## src/rtl/pass_sender.sv

```systemverilog
// Password sender: buffers up to DEPTH ASCII characters and replays them, one
// en strobe per character with GAP idle cycles between, toward a password checker.
module pass_sender #(
  parameter int DEPTH = 16,
  parameter int GAP   = 0
) (
  input  logic                     clock,
  input  logic                     reset,
  input  logic                     wr_en,
  input  logic [7:0]               wr_data,
  input  logic                     clear,
  input  logic                     start,
  output logic                     en,
  output logic [7:0]               data_out,
  output logic                     busy,
  output logic                     done,
  output logic [$clog2(DEPTH):0]   len,
  output logic                     overflow
);

  localparam int AW = $clog2(DEPTH);
  localparam int LW = AW + 1;
  localparam logic [LW-1:0] DEPTH_L = LW'(DEPTH);
  localparam logic [3:0]    GAP_M1  = (GAP > 0) ? 4'(GAP - 1) : 4'd0;

  typedef enum logic [1:0] {IDLE, SEND, GAP_WAIT, FIN} state_t;

  state_t        state, state_d;
  logic [LW-1:0] rd_idx, rd_d, len_d;
  logic [3:0]    gap_cnt, gap_d;
  logic          start_pend, pend_d;
  logic          en_d, busy_d, done_d, ovf_d;
  logic [7:0]    data_d;
  logic          mem_we;
  logic [7:0]    mem [DEPTH];

  // Buffer RAM has no reset; only len decides which entries are meaningful.
  always_ff @(posedge clock) begin
    if (mem_we) mem[len[AW-1:0]] <= wr_data;
  end

  always_ff @(posedge clock) begin
    if (reset) begin
      state      <= IDLE;
      rd_idx     <= '0;
      gap_cnt    <= '0;
      start_pend <= 1'b0;
      en         <= 1'b0;
      data_out   <= 8'h00;
      busy       <= 1'b0;
      done       <= 1'b0;
      len        <= '0;
      overflow   <= 1'b0;
    end else begin
      state      <= state_d;
      rd_idx     <= rd_d;
      gap_cnt    <= gap_d;
      start_pend <= pend_d;
      en         <= en_d;
      data_out   <= data_d;
      busy       <= busy_d;
      done       <= done_d;
      len        <= len_d;
      overflow   <= ovf_d;
    end
  end

  // rd_idx always points at the next character to emit, so the outputs
  // registered at each edge describe the state being entered.
  always_comb begin
    state_d = state;
    rd_d    = rd_idx;
    gap_d   = gap_cnt;
    pend_d  = start_pend;
    en_d    = 1'b0;
    data_d  = 8'h00;
    busy_d  = busy;
    done_d  = 1'b0;
    len_d   = len;
    ovf_d   = overflow;
    mem_we  = 1'b0;

    case (state)
      IDLE: begin
        busy_d = 1'b0;
        if (clear) begin
          len_d = '0;
          ovf_d = 1'b0;
        end else if (wr_en) begin
          if (len < DEPTH_L) begin
            mem_we = 1'b1;
            len_d  = len + LW'(1);
          end else begin
            ovf_d = 1'b1;
          end
        end
        // A start coinciding with a buffer edit is held one cycle so it sees the new len.
        if (start || start_pend) begin
          if (wr_en || clear) begin
            pend_d = 1'b1;
          end else begin
            pend_d = 1'b0;
            if (len != '0) begin
              state_d = SEND;
              en_d    = 1'b1;
              data_d  = mem[AW'(0)];
              busy_d  = 1'b1;
              rd_d    = LW'(1);
            end else begin
              state_d = FIN;
              done_d  = 1'b1;
            end
          end
        end
      end

      SEND: begin
        busy_d = 1'b1;
        if (rd_idx == len) begin
          state_d = FIN;
          busy_d  = 1'b0;
          done_d  = 1'b1;
          rd_d    = '0;
        end else if (GAP == 0) begin
          en_d   = 1'b1;
          data_d = mem[rd_idx[AW-1:0]];
          rd_d   = rd_idx + LW'(1);
        end else begin
          state_d = GAP_WAIT;
          gap_d   = GAP_M1;
        end
      end

      GAP_WAIT: begin
        busy_d = 1'b1;
        if (gap_cnt == 4'd0) begin
          state_d = SEND;
          en_d    = 1'b1;
          data_d  = mem[rd_idx[AW-1:0]];
          rd_d    = rd_idx + LW'(1);
        end else begin
          gap_d = gap_cnt - 4'd1;
        end
      end

      FIN: begin
        state_d = IDLE;
        busy_d  = 1'b0;
      end

      default: state_d = IDLE;
    endcase
  end

endmodule
```

## config.mk

```make
export PLATFORM = sky130hd
export DESIGN_NAME = pass_sender
export DESIGN_NICKNAME = d
export VERILOG_FILES = /design/src/rtl/pass_sender.sv
export SDC_FILE = /design/constraint.sdc
export NUM_CORES = 1
export LEC_CHECK = 0
export ABC_AREA = 0
export CAP_MARGIN = 20
export CORE_MARGIN = 1.5
export CORE_UTILIZATION = 30
export CTS_BUF_LIST = sky130_fd_sc_hd__clkbuf_8
export CTS_CLUSTER_DIAMETER = 120
export DETAILED_ROUTE_END_ITERATION = 16
export DONT_BUFFER_PORTS = 1
export SLEW_MARGIN = 5
export SYNTH_ARGS = -nofsm -noshare
export SYNTH_HDL_FRONTEND = slang
export SYNTH_SLANG_ARGS = --single-unit
```

## constraint.sdc

```tcl
create_clock -name clock -period 2.8 [get_ports clock]
set_input_delay 0.56 -clock clock [delete_from_list [all_inputs] [get_ports clock]]
set_output_delay 0.56 -clock clock [all_outputs]
set_load 0.02 [all_outputs]
```

Word level (Yosys, flattened, before mapping)

Memory sizes are Yosys's and may differ from the RTL's. A register that Yosys moved wholly into a read port is not among the register bits.
Cells that the tools add are included.

Bits in registers: 29
Bits in writable memories: 128
Input port bits: 13
Output and inout bits: 17
Memories kept: 1

$add $sub $neg: 3
Magnitude comparators: 1
Eq/ne operators: 10
Mux-type cells: 45
Bitwise gates (word level): 1
Reductions and logical operators: 14

Memories:

| name | depth | bits a word | read ports | clocked after memory_dff | write ports | RTL line | text |
|---|---|---|---|---|---|---|---|
| mem  | 16    | 8           | 2          | 1                        | 1           | 35       | `logic [7:0] mem [DEPTH];` |

Operators by type and width:

| operator                                          | count |
|---|---|
| 2-to-1 mux 5 bit                                  | 8 |
| 2-to-1 mux 8 bit                                  | 5 |
| case mux 8 bit (3 select lines)                   | 1 |
| 2-to-1 mux 1 bit                                  | 19 |
| case mux 5 bit (3 select lines)                   | 1 |
| inequality test 2 bit, second input constant      | 6 |
| adder 5 x 1 -> 5 bit, second input constant       | 2 |
| 2-to-1 mux 2 bit                                  | 5 |
| 2-to-1 mux 4 bit                                  | 2 |
| case mux 2 bit (4 select lines)                   | 1 |
| AND reduction 3 bit                               | 2 |
| == test 5 bit                                     | 1 |
| less-than comparator 5 bit, second input constant | 1 |
| AND reduction 5 bit                               | 1 |
| nonzero test 5 bit                                | 1 |
| == test 2 bit, second input constant              | 2 |
| logical NOT 4 bit                                 | 1 |
| case mux 1 bit (4 select lines)                   | 1 |
| AND reduction 2 bit                               | 2 |
| AND reduction 4 bit                               | 1 |
| nonzero test 2 bit                                | 2 |
| subtractor 4 x 1 -> 4 bit, second input constant  | 1 |
| case mux 1 bit (3 select lines)                   | 1 |
| nonzero test 3 bit                                | 1 |
| 5 further kinds                                   | 6 |

Logic depth before layout (Yosys ltp)

Word-level depth: 7
Mapped depth: 8

Least setup slack after synthesis

Ideal clock, no wire load.

Path type: reg2reg
Start point: register state[0]
End point: memory mem[3][0] (enable)
Setup time: 0.383 ns
Arrival time: 1.949 ns
Slack: 0.468 ns
Cell stages (with the launch flop): 8
Period minus slack after synthesis: 2.332 ns
Cell sequence: dfxtp_1 -> inv_1 -> ha_1 -> buf_2 -> nand2_1 -> nor3_1 -> nand2_1 -> nor3_1

Word-level cells in the longest chain between the ends: 4

RTL lines:

| element                                | RTL line | text |
|---|---|---|
| from (decl)                            | 28       | `state_t state, state_d;` |
| from (signal assigned)                 | 55       | `state <= state_d;` |
| logical NOT 2 bit                      | 83       | `case (state)` |
| 2-to-1 mux 1 bit                       | 83       |  |
| 2-to-1 mux 1 bit                       | 39       | `if (mem_we) mem[len[AW-1:0]] <= wr_data;` |
| 2-to-1 mux 1 bit (not written as such) | 39       |  |
| to (decl)                              | 35       |  |

No other way between the ends.

Worst setup path in the final report

Start point: register state[0]
End point: memory mem[3][7] (enable)

The elaborated chain is that of the path after synthesis.

==> flow_summary.yaml <==
die:
  fp.dieArea_um2: 22800
  boundaryPins: 30
  die_x_um: 151
  die_h_um: 151
  start_util: 0.304
  coreArea_um2: 21700
  rows: 54
cells_and_area:
  antenna_cells: 0
  stdcell_count: 716
  fin_util: 0.345
  stdcell_area_um2: 7480
  drive_above_1_share: 0.193
  n_fill_cell: 2048
  areaGrowthSynthToFinish_pct: 13.6
  nets: 447
timing:
  setup_violations: 0
  fmax_ghz: 0.407
  setup_tns_ns: 0
  finalClockSkew_ns: 0.0110
  finalCriticalPeriod_ns: 2.46
  rsz0062_at_grt: "false"
  finalMaxSlewViolations: 0
  hold_violations: 0
  worstMarginPinSlew_ns: 0.969
  slew_headroom: 0.354
  fin_ws_ns: 0.343
  layout_worst_path_cycle_share: 0.878
  fin_hold_ws_ns: 0.175
routing:
  ant_nets: 0
  drc: 0
  drt_iter0_drc: 204
  wire_per_inst_um: 18.2
  first_pass_iters: 4
  wirelength_um: 13000
  drt-vias-per-instance: 4.81
  via_count: 3447
synth:
  dominantRegCellSynth: "edfxtp_1"
  synth_async_sr_flop_share: 0
  yosys_warnings: 0
  synth_cell_types: 47
  synth_edf_count: 128
  yosysSeqAreaShare: 0.684
  syn-instance-count: 396
  synth.avg_cell_area_um2: 16.6
  ys_ff_latch: 161
  syn_area_um2: 6580
  syn-num-nets: 420
placed_design:
  place_inst: 684
  io_buffers: 0
  placed_area_um2: 7030
  dp_hpwl_um: 8730
  gp_congestion: 0.780
  dpl_worst_slack_ns: 0.419
worst_hold_path:
  worstHoldStart: "reset"
  min_path_type: "in2reg"
worst_setup_path:
  cp.arrival_ns: 2.61
  required_ns: 2.95
  crit_path_end_kind: "register"
  r2r-start: "state[0]$_SDFFE_PP0P_"
  worstSetupPathType: "reg2reg"
  cp-startpoint: "state[0]$_SDFFE_PP0P_"
  cp_max_fo: 10
  cp-start-kind: "register"
power:
  max-vdd-ir-drop_uv: 473
  finalPower_mw: 5.39
  power_density_nw_per_um2: 721
  total_leakage_power_nw: 2.42
clock_network:
  clk_pin_slew_ns: 0.08
  ctsHoldBuffers: 0
  clk_path_buf_depth: 2
  ctsResizeCount: 0
  clock_sinks: 161
  cts_made_buffers: 17
  cts_tree: "built"
  cts-root-buf: "clkbuf_8"
  htree_levels: 4
  postCtsSetupBuffers: 0
  clk_latency_ns: 0.45
global_routing:
  grt_pass1_vias: 3500
  met1_usage: 0.142
  grt_max_degree: 28
  use_met2: 0.207
  grt_usage: 0.121
  antenna_found_initial: 0
  grt_use_met3: 0.0449
  busiest_layer: "met2"
  grt_pass1_wl_um: 19800
  overflow: 0
run_status:
  status: "finished clean"
flow_run:
  max-cap-violations: 0
final timing paths:
path / endpoint / slack (ns) / cells past startpoint
min reg2reg: gap_cnt[2]$_SDFFE_PP0P_ / 0.51 / 2
min: gap_cnt[3]$_SDFFE_PP0P_ / 0.18 / 1
max: mem[3][7]$_DFFE_PP_ / 0.34 / 7
max reg2reg: mem[3][7]$_DFFE_PP_ / 0.34 / 7
registers in the layout, indices dropped and copies added, names as in the netlist, named ones only:
register / flops
en: 1
rd_idx: 5
data_out: 8
done: 1
len: 5
mem: 128
overflow: 1
start_pend: 1
gap_cnt: 4
busy: 1
state: 2
worst max-delay path, stage by stage, from the launching register on:
cell	delay [ns]
dfxtp_1	0.34
inv_1	0.13
ha_1	0.37
nand2_1	0.09
nor3_1	0.56
nand2_1	0.27
nor3_1	0.19
buf_4	0.22
Yosys cell counts, types with 2 or more instances:
library cell  instances  share of area
nor2_1               27          0.015
a211oi_2              2         0.0038
or2_1                 2         0.0019
o22ai_1               2         0.0019
nor3_1                6         0.0046
buf_2                 5         0.0038
buf_6                 2         0.0034
nand2_1              19          0.011
a311oi_1              2         0.0027
nand2b_1              6         0.0057
mux2i_1               9          0.014
buf_4                 3         0.0034
a211oi_1              9          0.010
a31oi_1               3         0.0029
ha_1                 11          0.021
buf_1                 2         0.0011
xnor2_1               2         0.0027
mux4_2               19          0.065
a21o_1                2         0.0023
o21ai_1               3         0.0023
nor2b_1               9         0.0086
dfxtp_1              33           0.10
mux4_1               13          0.052
inv_1                12         0.0068
or2_2                 2         0.0019
clkbuf_1              3         0.0017
o21ai_0               2         0.0015
nand3_1               4         0.0030
o21a_1                2         0.0023
or3_1                 2         0.0019
a21oi_1              22          0.017
a22o_1                8          0.011
xor2_1                7         0.0093
edfxtp_1            128           0.58
final cells by class:
| cell class | count | area (um2) | area share |
|---|---|---|---|
| repair buffers | 24 | 205 | 0.0274 |
| clock buffers | 18 | 248 | 0.0331 |
| clock inverters | 14 | 200 | 0.0268 |
| well taps | 280 | 350 | 0.0468 |
| inverters | 12 | 45.0 | 0.00602 |
| multi-input cells | 207 | 1930 | 0.257 |
| flip-flops and latches | 161 | 4510 | 0.602 |
placed cells by master (no fill, tap or decap), types with 11 or more instances in the layout:
cell | netlist | final
ha_1 | 11 | 11
nor2_1 | 27 | 27
a21oi_1 | 22 | 22
mux4_1 | 13 | 13
mux4_2 | 19 | 19
buf_4 | 3 | 22
inv_1 | 12 | 12
nand2_1 | 19 | 19
dfxtp_1 | 33 | 32
edfxtp_1 | 128 | 128
clkbuf_8 | 0 | 18
metal layers:
| metal | vias to the layer above | part of all wire |
|---|---|---|
| li1 | 1606 | - |
| met1 | 1764 | 0.42 |
| met2 | 65 | 0.52 |
| met3 | 12 | 0.052 |
| met4 | 0 | 0.012 |
| met5 | - | 0 |
cells by family (layout without fill, tap and decap cells):
family,after synthesis,count (layout),share of synthesized area
buffers and inverters,28,68,0.0234
AOI/OAI and AO/OA,63,63,0.0663
adders and majority gates,11,11,0.0209
and+or+nand+nor,83,83,0.0627
DFF,161,161,0.684
muxes,41,41,0.131
xor gates and xnor gates,9,9,0.0120
power by group:
part / switching [mW] / leakage, nW / total [mW] / internal [mW]
clock: 0.871 / 0.222 / 1.88 / 1.01
combinational: 0.391 / 0.780 / 0.725 / 0.334
sequential: 0.116 / 1.42 / 2.78 / 2.67
Note: power is estimated with default switching activity, not from simulation.
